**src/rtl/multi_chnnl_trig_if.sv**
```systemverilog
`default_nettype none
// ============================================================================
// Module   : multi_chnnl_trig_if
// Brief    : Bus bundle between capture control and the multi-channel trigger.
//            trig_cnt exists only when TRIG_CNT_EN is defined.
// Revision : 1.0 - initial release
// ============================================================================
interface multi_chnnl_trig_if #(
  parameter int NUM_CH    = 5,
  parameter int HOLDOFF_W = 16
);
  logic                   armed;
  logic [NUM_CH-1:0]      CH_Hff5;
  logic [NUM_CH-1:0]      CH_Lff5;
  logic [5*NUM_CH-1:0]    CH_TrigCfg;
  logic                   trig_mode;
  logic [HOLDOFF_W-1:0]   holdoff;
  logic                   trig_clr;
  logic                   triggered;
  logic                   trig_pulse;
  logic [NUM_CH-1:0]      ch_hit;
`ifdef TRIG_CNT_EN
  logic [15:0]            trig_cnt;

  modport master (
    output armed, CH_Hff5, CH_Lff5, CH_TrigCfg, trig_mode, holdoff, trig_clr,
    input  triggered, trig_pulse, ch_hit, trig_cnt
  );
  modport slave (
    input  armed, CH_Hff5, CH_Lff5, CH_TrigCfg, trig_mode, holdoff, trig_clr,
    output triggered, trig_pulse, ch_hit, trig_cnt
  );
`else
  modport master (
    output armed, CH_Hff5, CH_Lff5, CH_TrigCfg, trig_mode, holdoff, trig_clr,
    input  triggered, trig_pulse, ch_hit
  );
  modport slave (
    input  armed, CH_Hff5, CH_Lff5, CH_TrigCfg, trig_mode, holdoff, trig_clr,
    output triggered, trig_pulse, ch_hit
  );
`endif
endinterface
`default_nettype wire

```
**src/rtl/multi_chnnl_trig.sv**
```systemverilog
`default_nettype none
// ============================================================================
// Module   : multi_chnnl_trig
// Brief    : NUM_CH-channel edge/level trigger with OR/AND combine, post-arm
//            holdoff and sticky capture flag. Define TRIG_CNT_EN for trig_cnt.
// Revision : 1.0 - initial release
// ============================================================================
module multi_chnnl_trig #(
  parameter int NUM_CH    = 5,
  parameter int HOLDOFF_W = 16
) (
  input  logic               clk,
  input  logic               rst,
  multi_chnnl_trig_if.slave  bus
);

  typedef enum logic [1:0] {
    S_IDLE    = 2'd0,
    S_HOLDOFF = 2'd1,
    S_WAIT    = 2'd2,
    S_TRIG    = 2'd3
  } state_t;

  localparam logic [HOLDOFF_W-1:0] c_HOLD_ONE = HOLDOFF_W'(1);

  state_t                state_q, state_d;
  logic [HOLDOFF_W-1:0]  hold_cnt_q, hold_cnt_d;
  logic [NUM_CH-1:0]     h_prev_q, l_prev_q;
  logic [NUM_CH-1:0]     pos_s_q, pos_s_d, neg_s_q, neg_s_d;
  logic                  triggered_q, triggered_d;
  logic                  pulse_q, pulse_d;
  logic [NUM_CH-1:0]     ch_hit_q, ch_hit_d;

  logic [NUM_CH-1:0]     w_pos, w_neg, w_ct, w_active;
  logic                  w_hit;
  state_t                w_run_state;

  // h_prev/l_prev double as the level flops: both sample the inputs every cycle.
  for (genvar i = 0; i < NUM_CH; i++) begin : g_ch
    logic [4:0] w_cfg;
    assign w_cfg       = bus.CH_TrigCfg[5*i +: 5];
    assign w_pos[i]    = bus.CH_Hff5[i] & ~h_prev_q[i];
    assign w_neg[i]    = ~bus.CH_Lff5[i] & l_prev_q[i];
    assign w_active[i] = |w_cfg[4:1];
    assign w_ct[i]     = (pos_s_q[i] & w_cfg[4]) | (neg_s_q[i] & w_cfg[3]) |
                         (h_prev_q[i] & w_cfg[2]) | (~l_prev_q[i] & w_cfg[1]) |
                         w_cfg[0];
  end

  assign w_hit       = bus.trig_mode ? (&w_ct) : (|(w_ct & w_active));
  assign w_run_state = (bus.holdoff != '0) ? S_HOLDOFF : S_WAIT;

  always_comb begin
    state_d     = state_q;
    hold_cnt_d  = hold_cnt_q;
    pos_s_d     = pos_s_q;
    neg_s_d     = neg_s_q;
    triggered_d = triggered_q;
    pulse_d     = 1'b0;
    ch_hit_d    = ch_hit_q;
    case (state_q)
      S_IDLE: begin
        pos_s_d = '0;
        neg_s_d = '0;
        if (bus.armed) begin
          hold_cnt_d = bus.holdoff;
          state_d    = w_run_state;
        end
      end
      S_HOLDOFF: begin
        pos_s_d    = '0;
        neg_s_d    = '0;
        hold_cnt_d = hold_cnt_q - c_HOLD_ONE;
        if (hold_cnt_q == c_HOLD_ONE) state_d = S_WAIT;
      end
      S_WAIT: begin
        pos_s_d = pos_s_q | w_pos;
        neg_s_d = neg_s_q | w_neg;
        if (w_hit) begin
          state_d     = S_TRIG;
          triggered_d = 1'b1;
          pulse_d     = 1'b1;
          ch_hit_d    = w_ct & w_active;
        end
      end
      S_TRIG: begin
        if (bus.trig_clr) begin
          pos_s_d     = '0;
          neg_s_d     = '0;
          triggered_d = 1'b0;
          ch_hit_d    = '0;
          hold_cnt_d  = bus.holdoff;
          state_d     = w_run_state;
        end
      end
      default: state_d = S_IDLE;
    endcase
    // Disarm overrides any concurrent re-arm or hit.
    if (!bus.armed) begin
      state_d     = S_IDLE;
      pos_s_d     = '0;
      neg_s_d     = '0;
      triggered_d = 1'b0;
      pulse_d     = 1'b0;
      ch_hit_d    = '0;
    end
  end

  always_ff @(posedge clk) begin
    if (rst) begin
      state_q     <= S_IDLE;
      hold_cnt_q  <= '0;
      h_prev_q    <= '0;
      l_prev_q    <= '0;
      pos_s_q     <= '0;
      neg_s_q     <= '0;
      triggered_q <= 1'b0;
      pulse_q     <= 1'b0;
      ch_hit_q    <= '0;
    end else begin
      state_q     <= state_d;
      hold_cnt_q  <= hold_cnt_d;
      h_prev_q    <= bus.CH_Hff5;
      l_prev_q    <= bus.CH_Lff5;
      pos_s_q     <= pos_s_d;
      neg_s_q     <= neg_s_d;
      triggered_q <= triggered_d;
      pulse_q     <= pulse_d;
      ch_hit_q    <= ch_hit_d;
    end
  end

  assign bus.triggered  = triggered_q;
  assign bus.trig_pulse = pulse_q;
  assign bus.ch_hit     = ch_hit_q;

`ifdef TRIG_CNT_EN
  logic [15:0] trig_cnt_q;

  // Counts on the edge that raises trig_pulse so the count is visible with it.
  always_ff @(posedge clk) begin
    if (rst) begin
      trig_cnt_q <= '0;
    end else if (pulse_d && (trig_cnt_q != 16'hFFFF)) begin
      trig_cnt_q <= trig_cnt_q + 16'd1;
    end
  end

  assign bus.trig_cnt = trig_cnt_q;
`endif

endmodule
`default_nettype wire
```
**src/flat_wrapper.sv**
```systemverilog
// flat-port wrapper written by rule: the top's interface ports become plain ports
module multi_chnnl_trig_flat 
#(
  parameter int NUM_CH    = 5,
  parameter int HOLDOFF_W = 16
)
  (clk, rst, bus_armed, bus_CH_Hff5, bus_CH_Lff5, bus_CH_TrigCfg, bus_trig_mode, bus_holdoff, bus_trig_clr, bus_triggered, bus_trig_pulse, bus_ch_hit);
  multi_chnnl_trig_if #(.NUM_CH(NUM_CH), .HOLDOFF_W(HOLDOFF_W)) bus_i ();
  input  logic clk;
  input  logic rst;
  input wire logic [$bits(bus_i.armed)-1:0] bus_armed;
  input wire logic [$bits(bus_i.CH_Hff5)-1:0] bus_CH_Hff5;
  input wire logic [$bits(bus_i.CH_Lff5)-1:0] bus_CH_Lff5;
  input wire logic [$bits(bus_i.CH_TrigCfg)-1:0] bus_CH_TrigCfg;
  input wire logic [$bits(bus_i.trig_mode)-1:0] bus_trig_mode;
  input wire logic [$bits(bus_i.holdoff)-1:0] bus_holdoff;
  input wire logic [$bits(bus_i.trig_clr)-1:0] bus_trig_clr;
  output wire logic [$bits(bus_i.triggered)-1:0] bus_triggered;
  output wire logic [$bits(bus_i.trig_pulse)-1:0] bus_trig_pulse;
  output wire logic [$bits(bus_i.ch_hit)-1:0] bus_ch_hit;
  assign bus_i.armed = bus_armed;
  assign bus_i.CH_Hff5 = bus_CH_Hff5;
  assign bus_i.CH_Lff5 = bus_CH_Lff5;
  assign bus_i.CH_TrigCfg = bus_CH_TrigCfg;
  assign bus_i.trig_mode = bus_trig_mode;
  assign bus_i.holdoff = bus_holdoff;
  assign bus_i.trig_clr = bus_trig_clr;
  assign bus_triggered = bus_i.triggered;
  assign bus_trig_pulse = bus_i.trig_pulse;
  assign bus_ch_hit = bus_i.ch_hit;
  multi_chnnl_trig #(.NUM_CH(NUM_CH), .HOLDOFF_W(HOLDOFF_W)) u_core (.clk(clk), .rst(rst), .bus(bus_i));
endmodule
```
**config.mk**
```make
export PLATFORM = sky130hd
export DESIGN_NAME = multi_chnnl_trig_flat
export DESIGN_NICKNAME = d
export VERILOG_FILES = /design/src/rtl/multi_chnnl_trig_if.sv /design/src/rtl/multi_chnnl_trig.sv /design/src/flat_wrapper.sv
export SDC_FILE = /design/constraint.sdc
export NUM_CORES = 1
export LEC_CHECK = 0
export BUFFER_PORTS_ARGS = -buffer_cell sky130_fd_sc_hd__clkbuf_2
export CORE_ASPECT_RATIO = 1.25
export CORE_MARGIN = 2
export CORE_UTILIZATION = 57
export CTS_CLUSTER_DIAMETER = 150
export DETAILED_ROUTE_END_ITERATION = 10
export GPL_ROUTABILITY_DRIVEN = 1
export PLACE_DENSITY = 0.93
export SLEW_MARGIN = 10
export SYNTH_ARGS = -nofsm -noshare
export SYNTH_HDL_FRONTEND = slang
export SYNTH_SLANG_ARGS = --single-unit
```
**constraint.sdc**
```tcl
create_clock -name clk -period 5.32 [get_ports clk]
set_clock_uncertainty 0.15 [all_clocks]
set_input_delay 0.532 -clock clk [delete_from_list [all_inputs] [get_ports clk]]
set_output_delay 0.532 -clock clk [all_outputs]
set_load 0.005 [all_outputs]
```
==> results.md <==
* Status: complete, no violations
* CTS buffer count at 5
* Post-Syn Instances at 315
* Net Count, Synth at roughly 380
* Clk slew on worst S/H paths at 0.09 ns
* IO Count at 63
* Top post-synthesis cells by area: dfxtp_1 (36%), nor2_1 (5.4%), nand2_1 (5.2%), a21oi_1 (4.6%), a31oi_1 (3.2%)
* Via count at 2510
* Post-CTS Setup Bufs at 0
* WP data required at roughly 5.4 ns
* Syn-to-layout area delta at 17.2%
* Synth warnings at 0
* Diode count at 0
* Post-CTS sizing at 0
* CTS Root Buffer Type: clkbuf_8
* Die area at 4950 um^2
* Final hold vios at 0
* Final ANT Viol Nets at 0
* Total Power at 0.000814 W
* Critical path cell sequence: ha_1, nand2b_1, o311a_1, o21ai_0, a21oi_1, nor2_1
* Count leader, synth: dfxtp_1
* Yosys top cell area share at 0.359
* Final cycle utilization of the critical path at 0.468
* CTS Sinks at 45
* Routed length on met1 at around 2400 um
* Worst slew pin tran at 0.832 ns
* Die W at 63.3 um
* Hpwl dp at 4590 um
* Ys flop type: dfxtp_1
* LEAKAGE at 1.23 nW
* Vias per inst at 5.84
* Seq/Total Area, Yosys at 0.359
* Max-cap violation count at 0
* Global route total overflow at 0
* Total GRT Usage at 0.261
* Synth async-reset ratio at 0
* H-tree levels at 2
* Min-delay worst type: in -> reg
* Post-synth EDFFs at 0
* Post-Syn Area per Cell at around 8.0 um^2
* Met3 routed WL at 359 um
* First-pass GRT wire length at 10500 um
* Final nets at 435
* Metal2 WL at about 3200 um
* Top delay family on crit path: compound AO/OA/AOI/OAI gates
* GP Congestion at 0.857
* Distinct cells, synth at 53
* Fmax achieved at 401 MHz
* Synth cell count leaders: dfxtp_1 (45), nor2_1 (36), nand2_1 (35)
* Core area at ~4200 um^2
* CP Capture Type: flop
* Hold buffer count at cts at 0
* Clock Latency Late Sink at 0.31 ns
* FP Rows at 26
* Vias in the first global route at 2460
* CP bufs+invs at 0
* Number of remaining DRC errors at 0
* Slew Limit Fails at 0
* Slowest stage cell on the critical path: o311a_1
* Crit-path max FO at 20
* Worst slew margin at 0.444
* Final Critical Period at about 2.5 ns
* CP arrival at approximately 2.5 ns
* Synth area leader: dfxtp_1
* Longest Clk Path Bufs at 2
* Startpoint Class: flop
* DRT iter0 DRCs at 89
* Setup violators final at 0
* Power Dens Cells at 277 nW/um^2
* Fin area at 2940 um^2
* Starting Density at 0.602
* Seq cells post-synth at 45
* RSZ-0062 raised after global routing: false
* Die height at roughly 78 um
* Layout cells sized above 1 at 0.233
* VDD IR max at 160 uV
* DR WL/cell at 14.1 um
* Top layer in use: met4
* Max incr delay on CP at 0.69 ns
* Port bufs at 62
* CTS tree: done
* Setup TNS at 0 ns
* Fin util at 0.706
* Setup Crit Path Kind: reg -> reg
* Dpl cell area at 2840 um^2
* Drt first pass iters at 4
* Antenna violations before repair at 0
* Routed wire length at about 6100 um
* Largest net degree at the start of global routing at 38
* Mapped cell area at about 2500 um^2
==> stage by stage <==
| stage | setup slack, ns | cells | hold slack, ns |
|---|---|---|---|
| 6_report | 2.83 | 430 | 0.288 |
| 5_1_grt | 2.54 | 430 | 0.293 |
| 4_1_cts | 2.85 | 430 | 0.281 |
| 3_5_place_dp | 2.72 | 422 | 0.315 |
| 3_3_place_gp | 2.83 | 422 | 0.299 |
| 2_1_floorplan | 3.23 | 315 | 0.287 |
==> cell usage in the layout (no fill, tap or decap), types with 7 or more instances in the layout <==
master,Yosys,routed
a211oi_1,9,9
a21oi_1,23,23
a31oi_1,13,13
clkbuf_2,0,62
dfxtp_1,45,45
inv_1,17,17
mux2i_1,7,7
nand2_1,35,35
nand2b_1,7,7
nand3_1,11,11
nor2_1,36,36
nor2b_1,11,11
nor3_1,8,8
nor4_1,7,7
o21ai_0,16,16
==> cell type report <==
class	count	area [um^2]
Multi-Input combinational cell	240	1480
Fill cell	357	1230
Sequential cell	45	901
Timing Repair Buffer	64	325
Tap cell	56	70.1
Clock buffer	5	68.8
Inverter	17	63.8
Clock inverter	3	25.0
==> sequential cells by signal, indices dropped and copies added (netlist names) <==
name and count:
u_core.hold_cnt_q 16, u_core.bus.ch_hit 5, u_core.h_prev_q 5, u_core.l_prev_q 5
u_core.neg_s_q 5, u_core.pos_s_q 5, u_core.state_q 2, u_core.bus.trig_pulse 1
u_core.bus.triggered 1
==> worst reg2reg max path, stage by stage, from the launching register on <==
cell	delay, ns
dfxtp_1	0.35
ha_1	0.29
nand2b_1	0.47
o311a_1	0.69
o21ai_0	0.19
a21oi_1	0.19
nor2_1	0.05
==> metal layers <==
metal / global-route usage / up-vias
li1: - / 1249
met4: 0.117 / 0
met1: 0.284 / 1159
met3: 0.0487 / 10
met5: 0 / -
met2: 0.487 / 92
==> worst paths after layout <==
path	start	end	slack, ns	cells past startpoint
max	u_core.state_q[0]$_SDFFE_PP0P_	u_core.hold_cnt_q[2]$_SDFFE_PP0P_	2.83	6
min	bus_CH_Lff5[3]	u_core.l_prev_q[3]$_SDFF_PP0_	0.29	3
max reg2reg	u_core.state_q[0]$_SDFFE_PP0P_	u_core.hold_cnt_q[2]$_SDFFE_PP0P_	2.83	6
min reg2reg	u_core.bus.ch_hit[1]$_SDFFE_PP0P_	u_core.bus.ch_hit[1]$_SDFFE_PP0P_	0.33	2
==> cell families after synthesis <==
family | share of synthesized area
buffers and inverters | 0.0484
DFF | 0.359
and+or+nand+nor | 0.290
muxes | 0.0280
AOI/OAI and AO/OA | 0.244
adders and majority gates | 0.0300
==> where the power goes <==
| part | leakage (nW) | switching (W) | total, W | internal (W) |
|---|---|---|---|---|
| clock | 0.0447 | 0.000130 | 0.000225 | 0.0000949 |
| sequential | 0.369 | 0.0000245 | 0.000385 | 0.000361 |
| combinational | 0.821 | 0.000119 | 0.000204 | 0.0000857 |
| total | 1.23 | 0.000273 | 0.000814 | 0.000541 |
No activity file was read; power rests on OpenSTA's default activity.
